**src/rtl/img_op_sequencer_if.sv**
```systemverilog
// Host command bus of the image-op sequencer: opcode strobe and write data in,
// read data, read strobe and status flags out.
interface img_op_sequencer_if #(
  parameter int DW = 8
);
  logic          en;
  logic [3:0]    op;
  logic [DW-1:0] din;
  logic [DW-1:0] dout;
  logic          dout_valid;
  logic          busy;
  logic          err;

  modport master (output en, op, din, input dout, dout_valid, busy, err);
  modport slave  (input en, op, din, output dout, dout_valid, busy, err);
endinterface

```
**src/rtl/img_op_sequencer.sv**
```systemverilog
// Command sequencer for the image convolution core: decodes host opcodes, holds
// geometry/sigma/pass registers and sequences the RX, TX and multi-pass CONV engines.
module img_op_sequencer #(
  parameter int DW      = 8,
  parameter int DIMW    = 8,
  parameter int SIGW    = 3,
  parameter int PASS_W  = 3,
  parameter int RST_DIM = 8
) (
  input  logic               clk,
  input  logic               rstn,
  img_op_sequencer_if.slave  host,
  output logic [DIMW-1:0]    nrows,
  output logic [DIMW-1:0]    ncols,
  output logic [SIGW-1:0]    sigma,
  output logic               rx_start,
  output logic               tx_start,
  output logic               conv_start,
  input  logic               rx_busy,
  input  logic               tx_busy,
  input  logic               conv_busy,
  output logic               eng_abort,
  output logic               conv_swap,
  output logic [DIMW-1:0]    conv_nrows,
  output logic [DIMW-1:0]    conv_ncols,
  output logic [2:0]         img_sel,
  output logic [2:0]         buf_sel
);

  localparam logic [3:0] OP_GET_NROWS  = 4'd1;
  localparam logic [3:0] OP_GET_NCOLS  = 4'd2;
  localparam logic [3:0] OP_GET_SIGMA  = 4'd3;
  localparam logic [3:0] OP_SET_NROWS  = 4'd4;
  localparam logic [3:0] OP_SET_NCOLS  = 4'd5;
  localparam logic [3:0] OP_SET_SIGMA  = 4'd6;
  localparam logic [3:0] OP_IMG_RX     = 4'd7;
  localparam logic [3:0] OP_IMG_TX     = 4'd8;
  localparam logic [3:0] OP_CONV       = 4'd9;
  localparam logic [3:0] OP_SET_PASSES = 4'd10;
  localparam logic [3:0] OP_GET_STATUS = 4'd11;
  localparam logic [3:0] OP_ABORT      = 4'd12;
  localparam logic [3:0] OP_NOP        = 4'd0;

  localparam logic [2:0] SEL_HOLD     = 3'd0;
  localparam logic [2:0] SEL_RX       = 3'd1;
  localparam logic [2:0] SEL_TX       = 3'd2;
  localparam logic [2:0] SEL_CONV_IMG = 3'd3;
  localparam logic [2:0] SEL_CONV_BUF = 3'd4;

  localparam logic [DIMW-1:0]   RST_DIM_V  = DIMW'(RST_DIM);
  localparam logic [PASS_W-1:0] PASS_ONE   = PASS_W'(1);
  localparam logic [PASS_W-1:0] PASS_RESET = PASS_W'(2);

  typedef enum logic [2:0] {
    IDLE       = 3'd0,
    RX_START   = 3'd1,
    RX_RUN     = 3'd2,
    TX_START   = 3'd3,
    TX_RUN     = 3'd4,
    CONV_START = 3'd5,
    CONV_RUN   = 3'd6,
    CONV_GAP   = 3'd7
  } state_t;

  state_t            state_r;
  logic [DW-1:0]     dout_r;
  logic              dout_valid_r, busy_r, err_r, res_in_buf_r;
  logic [DIMW-1:0]   nrows_r, ncols_r;
  logic [SIGW-1:0]   sigma_r;
  logic [PASS_W-1:0] passes_r, pass_idx_r;
  logic              rx_start_r, tx_start_r, conv_start_r, eng_abort_r, conv_swap_r;
  logic [2:0]        img_sel_s, buf_sel_s;
  logic              dims_zero_s;

  function automatic logic [DW-1:0] zext_dim(input logic [DIMW-1:0] v);
    logic [DW-1:0] w;
    w = {DW{1'b0}};
    w[DIMW-1:0] = v;
    return w;
  endfunction

  function automatic logic [DW-1:0] zext_sig(input logic [SIGW-1:0] v);
    logic [DW-1:0] w;
    w = {DW{1'b0}};
    w[SIGW-1:0] = v;
    return w;
  endfunction

  function automatic logic [DW-1:0] status_word(input logic e, input logic r, input logic b);
    logic [DW-1:0] w;
    w = {DW{1'b0}};
    w[3:0] = {e, r, b, 1'b0};
    return w;
  endfunction

  assign dims_zero_s = (nrows_r == {DIMW{1'b0}}) || (ncols_r == {DIMW{1'b0}});

  // Sequencer FSM with all host, register and engine-handshake outputs registered
  always_ff @(posedge clk or negedge rstn) begin
    if (!rstn) begin
      state_r      <= IDLE;
      dout_r       <= {DW{1'b0}};
      dout_valid_r <= 1'b0;
      busy_r       <= 1'b0;
      err_r        <= 1'b0;
      res_in_buf_r <= 1'b0;
      nrows_r      <= RST_DIM_V;
      ncols_r      <= RST_DIM_V;
      sigma_r      <= {SIGW{1'b0}};
      passes_r     <= PASS_RESET;
      pass_idx_r   <= {PASS_W{1'b0}};
      rx_start_r   <= 1'b0;
      tx_start_r   <= 1'b0;
      conv_start_r <= 1'b0;
      eng_abort_r  <= 1'b0;
      conv_swap_r  <= 1'b0;
    end else begin
      dout_valid_r <= 1'b0;
      rx_start_r   <= 1'b0;
      tx_start_r   <= 1'b0;
      conv_start_r <= 1'b0;
      eng_abort_r  <= 1'b0;
      if (state_r == IDLE) begin
        if (host.en) begin
          case (host.op)
            OP_GET_NROWS: begin dout_r <= zext_dim(nrows_r); dout_valid_r <= 1'b1; end
            OP_GET_NCOLS: begin dout_r <= zext_dim(ncols_r); dout_valid_r <= 1'b1; end
            OP_GET_SIGMA: begin dout_r <= zext_sig(sigma_r); dout_valid_r <= 1'b1; end
            OP_GET_STATUS: begin
              dout_r       <= status_word(err_r, res_in_buf_r, busy_r);
              dout_valid_r <= 1'b1;
              err_r        <= 1'b0;
            end
            OP_SET_NROWS: nrows_r <= host.din[DIMW-1:0];
            OP_SET_NCOLS: ncols_r <= host.din[DIMW-1:0];
            OP_SET_SIGMA: sigma_r <= host.din[SIGW-1:0];
            OP_SET_PASSES: begin
              if (host.din[PASS_W-1:0] == {PASS_W{1'b0}}) err_r <= 1'b1;
              else passes_r <= host.din[PASS_W-1:0];
            end
            OP_IMG_RX, OP_IMG_TX, OP_CONV: begin
              if (dims_zero_s) begin
                err_r <= 1'b1;
              end else begin
                busy_r <= 1'b1;
                case (host.op)
                  OP_IMG_RX: begin state_r <= RX_START; rx_start_r <= 1'b1; end
                  OP_IMG_TX: begin state_r <= TX_START; tx_start_r <= 1'b1; end
                  default: begin
                    state_r      <= CONV_START;
                    conv_start_r <= 1'b1;
                    pass_idx_r   <= {PASS_W{1'b0}};
                    conv_swap_r  <= 1'b0;
                  end
                endcase
              end
            end
            default: begin end
          endcase
        end
      end else if (host.en && (host.op == OP_ABORT)) begin
        // Abort wins over any engine completion seen on the same edge
        eng_abort_r <= 1'b1;
        state_r     <= IDLE;
        busy_r      <= 1'b0;
        conv_swap_r <= 1'b0;
      end else begin
        if (host.en && (host.op != OP_NOP)) err_r <= 1'b1;
        case (state_r)
          RX_START:   state_r <= RX_RUN;
          TX_START:   state_r <= TX_RUN;
          CONV_START: state_r <= CONV_RUN;
          RX_RUN: begin
            if (!rx_busy) begin state_r <= IDLE; busy_r <= 1'b0; end
          end
          TX_RUN: begin
            if (!tx_busy) begin state_r <= IDLE; busy_r <= 1'b0; end
          end
          CONV_RUN: begin
            if (!conv_busy) begin
              if (pass_idx_r == (passes_r - PASS_ONE)) begin
                res_in_buf_r <= passes_r[0];
                state_r      <= IDLE;
                busy_r       <= 1'b0;
                conv_swap_r  <= 1'b0;
              end else begin
                pass_idx_r <= pass_idx_r + PASS_ONE;
                state_r    <= CONV_GAP;
              end
            end
          end
          CONV_GAP: begin
            conv_swap_r  <= pass_idx_r[0];
            conv_start_r <= 1'b1;
            state_r      <= CONV_START;
          end
          default: begin state_r <= IDLE; busy_r <= 1'b0; end
        endcase
      end
    end
  end

  // SRAM mux selects decoded from the registered state and pass direction
  always_comb begin
    img_sel_s = SEL_HOLD;
    buf_sel_s = SEL_HOLD;
    case (state_r)
      RX_START, RX_RUN: img_sel_s = SEL_RX;
      TX_START, TX_RUN: img_sel_s = SEL_TX;
      CONV_START, CONV_RUN, CONV_GAP: begin
        img_sel_s = conv_swap_r ? SEL_CONV_BUF : SEL_CONV_IMG;
        buf_sel_s = conv_swap_r ? SEL_CONV_IMG : SEL_CONV_BUF;
      end
      default: begin
        img_sel_s = SEL_HOLD;
        buf_sel_s = SEL_HOLD;
      end
    endcase
  end

  assign host.dout       = dout_r;
  assign host.dout_valid = dout_valid_r;
  assign host.busy       = busy_r;
  assign host.err        = err_r;
  assign nrows           = nrows_r;
  assign ncols           = ncols_r;
  assign sigma           = sigma_r;
  assign rx_start        = rx_start_r;
  assign tx_start        = tx_start_r;
  assign conv_start      = conv_start_r;
  assign eng_abort       = eng_abort_r;
  assign conv_swap       = conv_swap_r;
  assign conv_nrows      = conv_swap_r ? ncols_r : nrows_r;
  assign conv_ncols      = conv_swap_r ? nrows_r : ncols_r;
  assign img_sel         = img_sel_s;
  assign buf_sel         = buf_sel_s;

endmodule

```
**src/flat_wrapper.sv**
```systemverilog
// flat-port wrapper written by rule: the top's interface ports become plain ports
module img_op_sequencer_flat 
#(
  parameter int DW      = 8,
  parameter int DIMW    = 8,
  parameter int SIGW    = 3,
  parameter int PASS_W  = 3,
  parameter int RST_DIM = 8
)
  (clk, rstn, nrows, ncols, sigma, rx_start, tx_start, conv_start, rx_busy, tx_busy, conv_busy, eng_abort, conv_swap, conv_nrows, conv_ncols, img_sel, buf_sel, host_en, host_op, host_din, host_dout, host_dout_valid, host_busy, host_err);
  img_op_sequencer_if #(.DW(DW)) host_i ();
  input  logic clk;
  input  logic rstn;
  output logic [DIMW-1:0] nrows;
  output logic [DIMW-1:0] ncols;
  output logic [SIGW-1:0] sigma;
  output logic rx_start;
  output logic tx_start;
  output logic conv_start;
  input  logic rx_busy;
  input  logic tx_busy;
  input  logic conv_busy;
  output logic eng_abort;
  output logic conv_swap;
  output logic [DIMW-1:0] conv_nrows;
  output logic [DIMW-1:0] conv_ncols;
  output logic [2:0] img_sel;
  output logic [2:0] buf_sel;
  input wire logic [$bits(host_i.en)-1:0] host_en;
  input wire logic [$bits(host_i.op)-1:0] host_op;
  input wire logic [$bits(host_i.din)-1:0] host_din;
  output wire logic [$bits(host_i.dout)-1:0] host_dout;
  output wire logic [$bits(host_i.dout_valid)-1:0] host_dout_valid;
  output wire logic [$bits(host_i.busy)-1:0] host_busy;
  output wire logic [$bits(host_i.err)-1:0] host_err;
  assign host_i.en = host_en;
  assign host_i.op = host_op;
  assign host_i.din = host_din;
  assign host_dout = host_i.dout;
  assign host_dout_valid = host_i.dout_valid;
  assign host_busy = host_i.busy;
  assign host_err = host_i.err;
  img_op_sequencer #(.DW(DW), .DIMW(DIMW), .SIGW(SIGW), .PASS_W(PASS_W), .RST_DIM(RST_DIM)) u_core (.clk(clk), .rstn(rstn), .host(host_i), .nrows(nrows), .ncols(ncols), .sigma(sigma), .rx_start(rx_start), .tx_start(tx_start), .conv_start(conv_start), .rx_busy(rx_busy), .tx_busy(tx_busy), .conv_busy(conv_busy), .eng_abort(eng_abort), .conv_swap(conv_swap), .conv_nrows(conv_nrows), .conv_ncols(conv_ncols), .img_sel(img_sel), .buf_sel(buf_sel));
endmodule
```
**config.mk**
```make
export PLATFORM = sky130hd
export DESIGN_NAME = img_op_sequencer_flat
export DESIGN_NICKNAME = d
export VERILOG_FILES = /design/src/rtl/img_op_sequencer_if.sv /design/src/rtl/img_op_sequencer.sv /design/src/flat_wrapper.sv
export SDC_FILE = /design/constraint.sdc
export NUM_CORES = 1
export LEC_CHECK = 0
export CORE_AREA = 2 2 75 77
export CTS_CLUSTER_SIZE = 24
export DETAILED_ROUTE_END_ITERATION = 8
export DIE_AREA = 0 0 77 79
export PLACE_DENSITY = 0.93
export SKIP_LAST_GASP = 1
export SLEW_MARGIN = 20
export SYNTH_ARGS = -nofsm -noshare
export SYNTH_HDL_FRONTEND = slang
export SYNTH_SLANG_ARGS = --single-unit
```
**constraint.sdc**
```tcl
create_clock -name clk -period 3.66 [get_ports clk]
set_input_delay 0.732 -clock clk [delete_from_list [all_inputs] [get_ports clk]]
set_output_delay 0.732 -clock clk [all_outputs]
set_load 0.03 [all_outputs]
```
==> results of run 1 <==
state kept, by name, summed over array words and instances, names as in the netlist:
register,flops
u_core.conv_start,1
u_core.conv_swap,1
u_core.eng_abort,1
u_core.host.busy,1
u_core.host.dout,8
u_core.host.dout_valid,1
u_core.host.err,1
u_core.ncols,8
u_core.nrows,8
u_core.pass_idx_r,3
u_core.passes_r,3
u_core.res_in_buf_r,1
u_core.rx_start,1
u_core.sigma,3
u_core.state_r,3
u_core.tx_start,1
per-stage QoR:
stage	setup slack, ns	utilization [%]	cell area, um2
2_1_floorplan	1.243	-	2567
3_3_place_gp	0.8406	62.19	3319
3_5_place_dp	0.6693	62.19	3319
4_1_cts	0.7031	63.76	3403
5_1_grt	0.5900	63.76	3403
6_report	0.7017	63.76	3403
synth_stat cells, drive strengths merged (2+ instances only):
cell type  count
dfrtp         42
mux2          41
nand2         15
nor2          14
inv           12
o21ai         12
nand3         10
nor3          10
a21oi          8
buf            8
clkbuf         6
nor4           5
a22oi          4
a211oi         3
a21o           3
dfstp          3
mux2i          3
o211ai         3
o221ai         3
a31oi          2
a41oi          2
and3           2
ha             2
nand2b         2
nand3b         2
nand4          2
o2bb2ai        2
o31ai          2
or4b           2
xor2           2
path summary, 6_finish.rpt:
check | startpoint | end | cells past startpoint | slack (ns)
min in group asynchronous | rstn | u_core.host.dout[7]$_DFFE_PN0P_ | 1 | 0.58
max in group asynchronous | rstn | u_core.state_r[2]$_DFFE_PN0P_ | 1 | 2.47
setup / recovery | u_core.conv_swap$_DFFE_PN0P_ | conv_ncols[1] | 2 | 0.70
setup reg to reg | u_core.state_r[0]$_DFFE_PN0P_ | u_core.host.dout[2]$_DFFE_PN0P_ | 4 | 1.51
hold reg to reg | u_core.pass_idx_r[2]$_DFFE_PN0P_ | u_core.pass_idx_r[2]$_DFFE_PN0P_ | 1 | 0.51
hold / removal | u_core.pass_idx_r[2]$_DFFE_PN0P_ | u_core.pass_idx_r[2]$_DFFE_PN0P_ | 1 | 0.51
power by group through the flow:
stage	clock, uW	combinational [uW]	sequential [uW]
6_report	301	2050	1050
3_5_place_dp	0	2050	1050
5_1_grt	321	2170	1090
2_1_floorplan	0	1030	1240
4_1_cts	303	2060	1040
3_3_place_gp	0	2010	1040
cells in the final DEF, fill, tap and decap left out, types with 8 or more instances in the layout:
cell,instances
nor2_1,13
dfrtp_1,42
mux2_2,41
nand2_1,14
clkdlybuf4s50_1,73
nor3_1,9
a21oi_1,8
o21ai_0,12
inv_1,12
nand3_1,8
kinds of logic (layout without fill, tap and decap cells):
family / after synthesis / after routing / synth area share [%]
AOI/OAI and AO/OA: 51 / 51 / 13.50
and+or+nand+nor: 69 / 69 / 15.50
adders and majority gates: 3 / 3 / 1.364
buffers and inverters: 26 / 95 / 4.922
xor gates and xnor gates: 3 / 3 / 1.560
DFF: 45 / 45 / 44.01
muxes: 44 / 44 / 19.15
layer usage:
layer  wire (um)  part of all wire [%]  track usage, %  up-vias
met4         140                   2.1           10.00        0
met2        3341                    50           37.63       88
met5           0                     0               0        -
met1        2862                    43           30.76     1067
li1            -                     -               -     1027
met3         329                   4.9           3.636       13
critical path: cells and delay by family, from the launching register on:
kind	cells	cell delay, ns
flip-flops	1	0.89
buffers and inverters	1	0.61
multiplexers	1	0.42
final cells by class:
type,instances,area (um2),share of cell area (%)
inverters,12,45.04,1.324
multi-input cells,170,1311,38.53
clock inverters,1,7.507,0.2206
flip-flops and latches,45,1130,33.20
repair buffers,75,743.2,21.84
clock buffers,7,76.32,2.243
well taps,72,90.09,2.647
==> metrics.txt, run 1 <==
grt ovf 0; Placed Cells 374; library cells used by synthesis 53; total wire length 6673 um; Area Overhead vs Synth 32.55%; # fillers 423; Pre-Repair DR Iteration Count 5; die area 0.006083 mm2; Critical Path Max Stage Delay slightly below 0.9 ns; DRC viols 0; Post-Syn Area around 0.0026 mm2; largest net degree at the start of global routing 46; Rows 27; vias in the first global route 2,147; routed length per instance between 15 and 20 um; layout cells sized above 1 between 10% and 20%; fin. max-slew vios 0; Fin. Hold Viols 0; Starting Density 48.10%; fin nets roughly 330; Period minus WS final approximately 3 ns; Root Driver clkbuf_8; sw frac 47.39%; GRT Total Usage around 23%; Hold WC Path Type flip-flop to flip-flop; fin crit share 80.83%; status finished, final reports clean; Leak Pwr about 0.0014 uW; CP cell instances mux2_2 -> clkdlybuf4s50_1; Logic pwr share approximately 60%; Setup Fix Bufs, Post-CTS 0; Least-Margin Pin Slew 0.9765 ns; clock power share 8.8%; f_max 0.3380 GHz; Worst setup EP type output pin; area share of the largest cell type after synthesis between 40% and 50%; Worst-path clk slew ~0.080 ns; top post-synthesis cells by area dfrtp_1 41%, mux2_2 18%, dfstp_2 3.1%, o21ai_0 2.3%, nand2_1 2.0%; Final Skew roughly 0.0049 ns; CP startpoint kind flip-flop; clk_lat worst skew 0.30 ns; vias per cell around 5.7; Top FF cell, synth dfrtp_1; Pwr Total roughly 3400 uW; Post-synth EDFFs 0; Slew headroom a little over a third; Post-Layout Cell Count 382; Int Power approximately 1800 uW; initial antenna violation count 0; CTS Buffer Depth 2; die width 77 um; Die Ht 79 um; WP data required slightly below 3 ns; Routed Antenna Nets 0; placed wire-length estimate roughly 4900 um; CTS tree built; first-pass GRT wire length ~11,000 um; Post-synth ARST share between 90% and 100%; diode count 0; clk sinks 45; sequential share of the synthesized area around 44%; Ys Warns 0; setup violators final 0; post-CTS sizing 0; CTS buffer count 5; Slowest-stage cell, CP dfrtp_1; Max H-tree Level 2; RSZ-0062 raised after global routing false; Hold WS just over 0.5 ns; critical path arrival 2.23 ns; Ports between 70 and 80; WS Path Type flip-flop to output pin; Final GP Congestion a little under 0.9; Power per Cell Area between 1000 and 1500 mW/mm2; port buffer count 74; Peak VDD IR 0.7651 mV; Mean Syn Cell Area between 10 and 15 um2; #FFs+latches synth between 40 and 50; syn nets ~260; setup_tns 0 ns; maxcap violations 0; CP Max Fanout 22; Core Area 0.005338 mm2; # hold bufs at CTS 0; Flop pwr share between 30 and 40%; Starting DRT DRC Count 370; post-synthesis cell count roughly 240; vias post-DR 2,195; net switching power about 1600 uW; area leader, netlist dfrtp_1
No activity file was read; power rests on OpenSTA's default activity.
==> run 2: changes to the inputs <==
CORE_AREA = 2 2 81 83   (was 2 2 75 77)
DIE_AREA = 0 0 83 85   (was 0 0 77 79)
PLACE_DENSITY = 0.86   (was 0.93)
clock period = 2.5 ns   (was 3.66 ns; I/O delays follow)
==> run 2 against run 1 <==
Net effect: non-clock buffer count increased by 15; design area increased by 4.3%; sequential power increased by 39%; power increased by 49%; utilization decreased by 6.6 points; critical path type unchanged; largest power group unchanged.
==> metrics.txt, run 2 (same netlist as run 1, synthesis figures left out) <==
status finished, final reports clean (unchanged); die width 83 um (was 77 um); Post-Layout Cell Count 402 (was 382); Flop pwr share 28.8% (was 30.9%); Critical Path Max Stage Delay 0.60 ns (was 0.89 ns); Period minus WS final about 2.4 ns; setup violators final 0 (unchanged); port buffer count 74 (unchanged); CTS tree built (unchanged); f_max ~0.41 GHz; Final GP Congestion 0.9031 (was 0.8778); commonest non-fill, non-tap cell in the layout clkdlybuf4s50_1 (unchanged); initial antenna violation count 0 (unchanged); reg2reg path depth 6 (was 4); GRT Total Usage 20.64% (was 23.07%); clk sinks 45 (unchanged); fin crit share a little over nine tenths; Hold WC Path Type input port to async pin (was flip-flop to flip-flop); Pwr Total 5087 uW (was 3407 uW); Crit Reg-Reg Endpoint u_core.conv_swap$_DFFE_PN0P_ (was u_core.host.dout[2]$_DFFE_PN0P_); layout cells sized above 1 23.38% (was 19.35%); CTS buffer count 5 (unchanged); Setup Fix Bufs, Post-CTS 0 (unchanged); Int Power 2685 uW (was 1792 uW); Layout Cell Area excl Fill 0.003548 mm2 (was 0.003403 mm2); routed length per instance 17.78 um (was 17.47 um); FF-to-FF Start u_core.state_r[0]$_DFFE_PN0P_ (unchanged); vias in the first global route 2,268 (was 2,147); DRC viols 0 (unchanged); net switching power 2403 uW (was 1615 uW); vias post-DR 2,332 (was 2,195); largest net degree at the start of global routing 30 (was 46); Routed Antenna Nets 0 (unchanged); Hold WS 0.09453 ns (was 0.5070 ns); Least-Margin Pin Slew 0.4724 ns (was 0.9765 ns); WS Path Type flip-flop to output pin (unchanged); fin nets 344 (was 329); fin. max-slew vios 0 (unchanged); die area 0.007055 mm2 (was 0.006083 mm2); CP startpoint kind flip-flop (unchanged); first-pass GRT wire length 11,670 um (was 10,960 um); r2r setup slk 0.37 ns (was 1.51 ns); Max H-tree Level 2 (unchanged); Die Ht 85 um (was 79 um); CP Capture Point conv_ncols[2] (was conv_ncols[1]); RSZ-0062 raised after global routing false (unchanged); critical path arrival 1.92 ns (was 2.23 ns); CP cell instances buf_6 -> mux2_2 -> clkdlybuf4s50_1 (was mux2_2 -> clkdlybuf4s50_1); Starting DRT DRC Count 223 (was 370); # fillers 522 (was 423); placed cell areas 0.003451 mm2 (was 0.003319 mm2); grt ovf 0 (unchanged); CP Buf/Inv Count 2 (was 1); clock power share 8.8% (about the same); clk_lat worst skew 0.31 ns (was 0.30 ns); Worst-path clk slew 0.09 ns (was 0.08 ns); Peak VDD IR 0.9794 mV (was 0.7651 mV); kind of cell adding the most delay to the critical path buffers and inverters (was flip-flops); # hold bufs at CTS 0 (unchanged); WP data required 2.00 ns (was 2.93 ns); Setup crit start u_core.conv_swap$_DFFE_PN0P_ (unchanged); Logic pwr share 62.4% (was 60.2%); Area Overhead vs Synth 38.21% (was 32.55%); Placed Cells 394 (was 374); diode count 0 (unchanged); Ports 75 (unchanged); setup_tns 0 ns (unchanged); Starting Density 41.38% (was 48.10%); CP Max Fanout 18 (was 22); Pre-Repair DR Iteration Count 5 (unchanged); maxcap violations 0 (unchanged); Leak Pwr 0.001536 uW (was 0.001398 uW); total wire length 7147 um (was 6673 um); CTS Buffer Depth 2 (unchanged); Slew headroom 68.26% (was 34.90%); Rows 29 (was 27); sw frac 47.23% (was 47.39%); Core Area 0.006205 mm2 (was 0.005338 mm2); Power per Cell Area 1434 mW/mm2 (was 1001 mW/mm2); Worst setup EP type output pin (unchanged); Final Skew 0.008635 ns (was 0.004932 ns); Slowest-stage cell, CP clkdlybuf4s50_1 (was dfrtp_1); placed wire-length estimate 5391 um (was 4894 um); WP depth 3 (was 2); highest-count cells in the layout ignoring fill and taps 68 x clkdlybuf4s50_1, 41 x mux2_2, 41 x dfrtp_1 (was 73 x clkdlybuf4s50_1, 42 x dfrtp_1, 41 x mux2_2); Fin. Hold Viols 0 (unchanged); vias per cell 5.801 (was 5.746); Root Driver clkbuf_8 (unchanged)
==> run 2: cell count changes in the layout (fill, tap and decap cells not counted), sizes merged <==
cell,before,now
buf,2,17
clkdlybuf4s50,73,68
dlymetal6s2s,0,4
dlygate4sd2,0,1
==> run 2: power by group through the flow <==
stage	combinational [uW]	sequential, uW	clock [uW]
detailed placement	3180	1460	0
global placement	3100	1440	0
global route	3340	1510	482
finish	3180	1460	448
CTS	3180	1450	457
floorplan	1510	1810	0
==> run 2: layout make-up <==
class | instances | area [um2] | share of cell area [%]
Multi-Input combinational cell | 170 | 1311 | 36.95
Sequential cell | 45 | 1131 | 31.88
Tap cell | 77 | 96.34 | 2.715
Inverter | 12 | 45.04 | 1.269
Timing Repair Buffer | 90 | 880.8 | 24.82
Clock inverter | 1 | 7.507 | 0.2116
Clock buffer | 7 | 76.32 | 2.151
==> run 2: worst min-delay path by stage <==
stage | to | cells after the start
2_1_floorplan | u_core.conv_start$_DFF_PN0_ | 0
3_3_place_gp | u_core.host.dout[5]$_DFFE_PN0P_ | 1
3_5_place_dp | u_core.host.dout[7]$_DFFE_PN0P_ | 1
4_1_cts | u_core.host.dout[7]$_DFFE_PN0P_ | 1
5_1_grt | u_core.host.dout[7]$_DFFE_PN0P_ | 1
6_report | u_core.host.dout[7]$_DFFE_PN0P_ | 1
==> run 2: stage by stage <==
stage                     setup slack (ns)  utilization, %
after CTS                         0.004280           56.95
final                              0.07907           57.19
after detailed placement           0.07695           55.62
after global placement             0.09829           55.62
after global routing              0.003429           57.19
after floorplan                     0.3148               -
==> run 2: worst reg2reg max path, stage by stage, from the launching register on <==
cell and delay (ns):
dfrtp_2 0.49, buf_4 0.19, or4b_4 0.60, nor4_4 0.25, nand3_2 0.14, o2bb2ai_1 0.15
a32o_1 0.20
==> run 2: what timing repair did <==
item / CTS / global route
hold endpoints to repair: 0 / 0
gates resized for setup: 1 / 6
setup endpoints to repair: 1 / 20
==> run 2: per-layer routing <==
layer | vias to the layer above | wire length (um) | GRT usage [%]
met2 | 95 | 3598 | 34.75
met4 | 0 | 178 | 8.942
li1 | 1061 | - | -
met3 | 13 | 370 | 3.405
met1 | 1163 | 3000 | 26.40
met5 | - | 0 | 0
==> run 3: changes to the inputs <==
ABC_CLOCK_PERIOD_IN_PS = 2500   (was default)
==> results of run 3 <==
Final layout, timing and power as in run 2 (identical DEF).
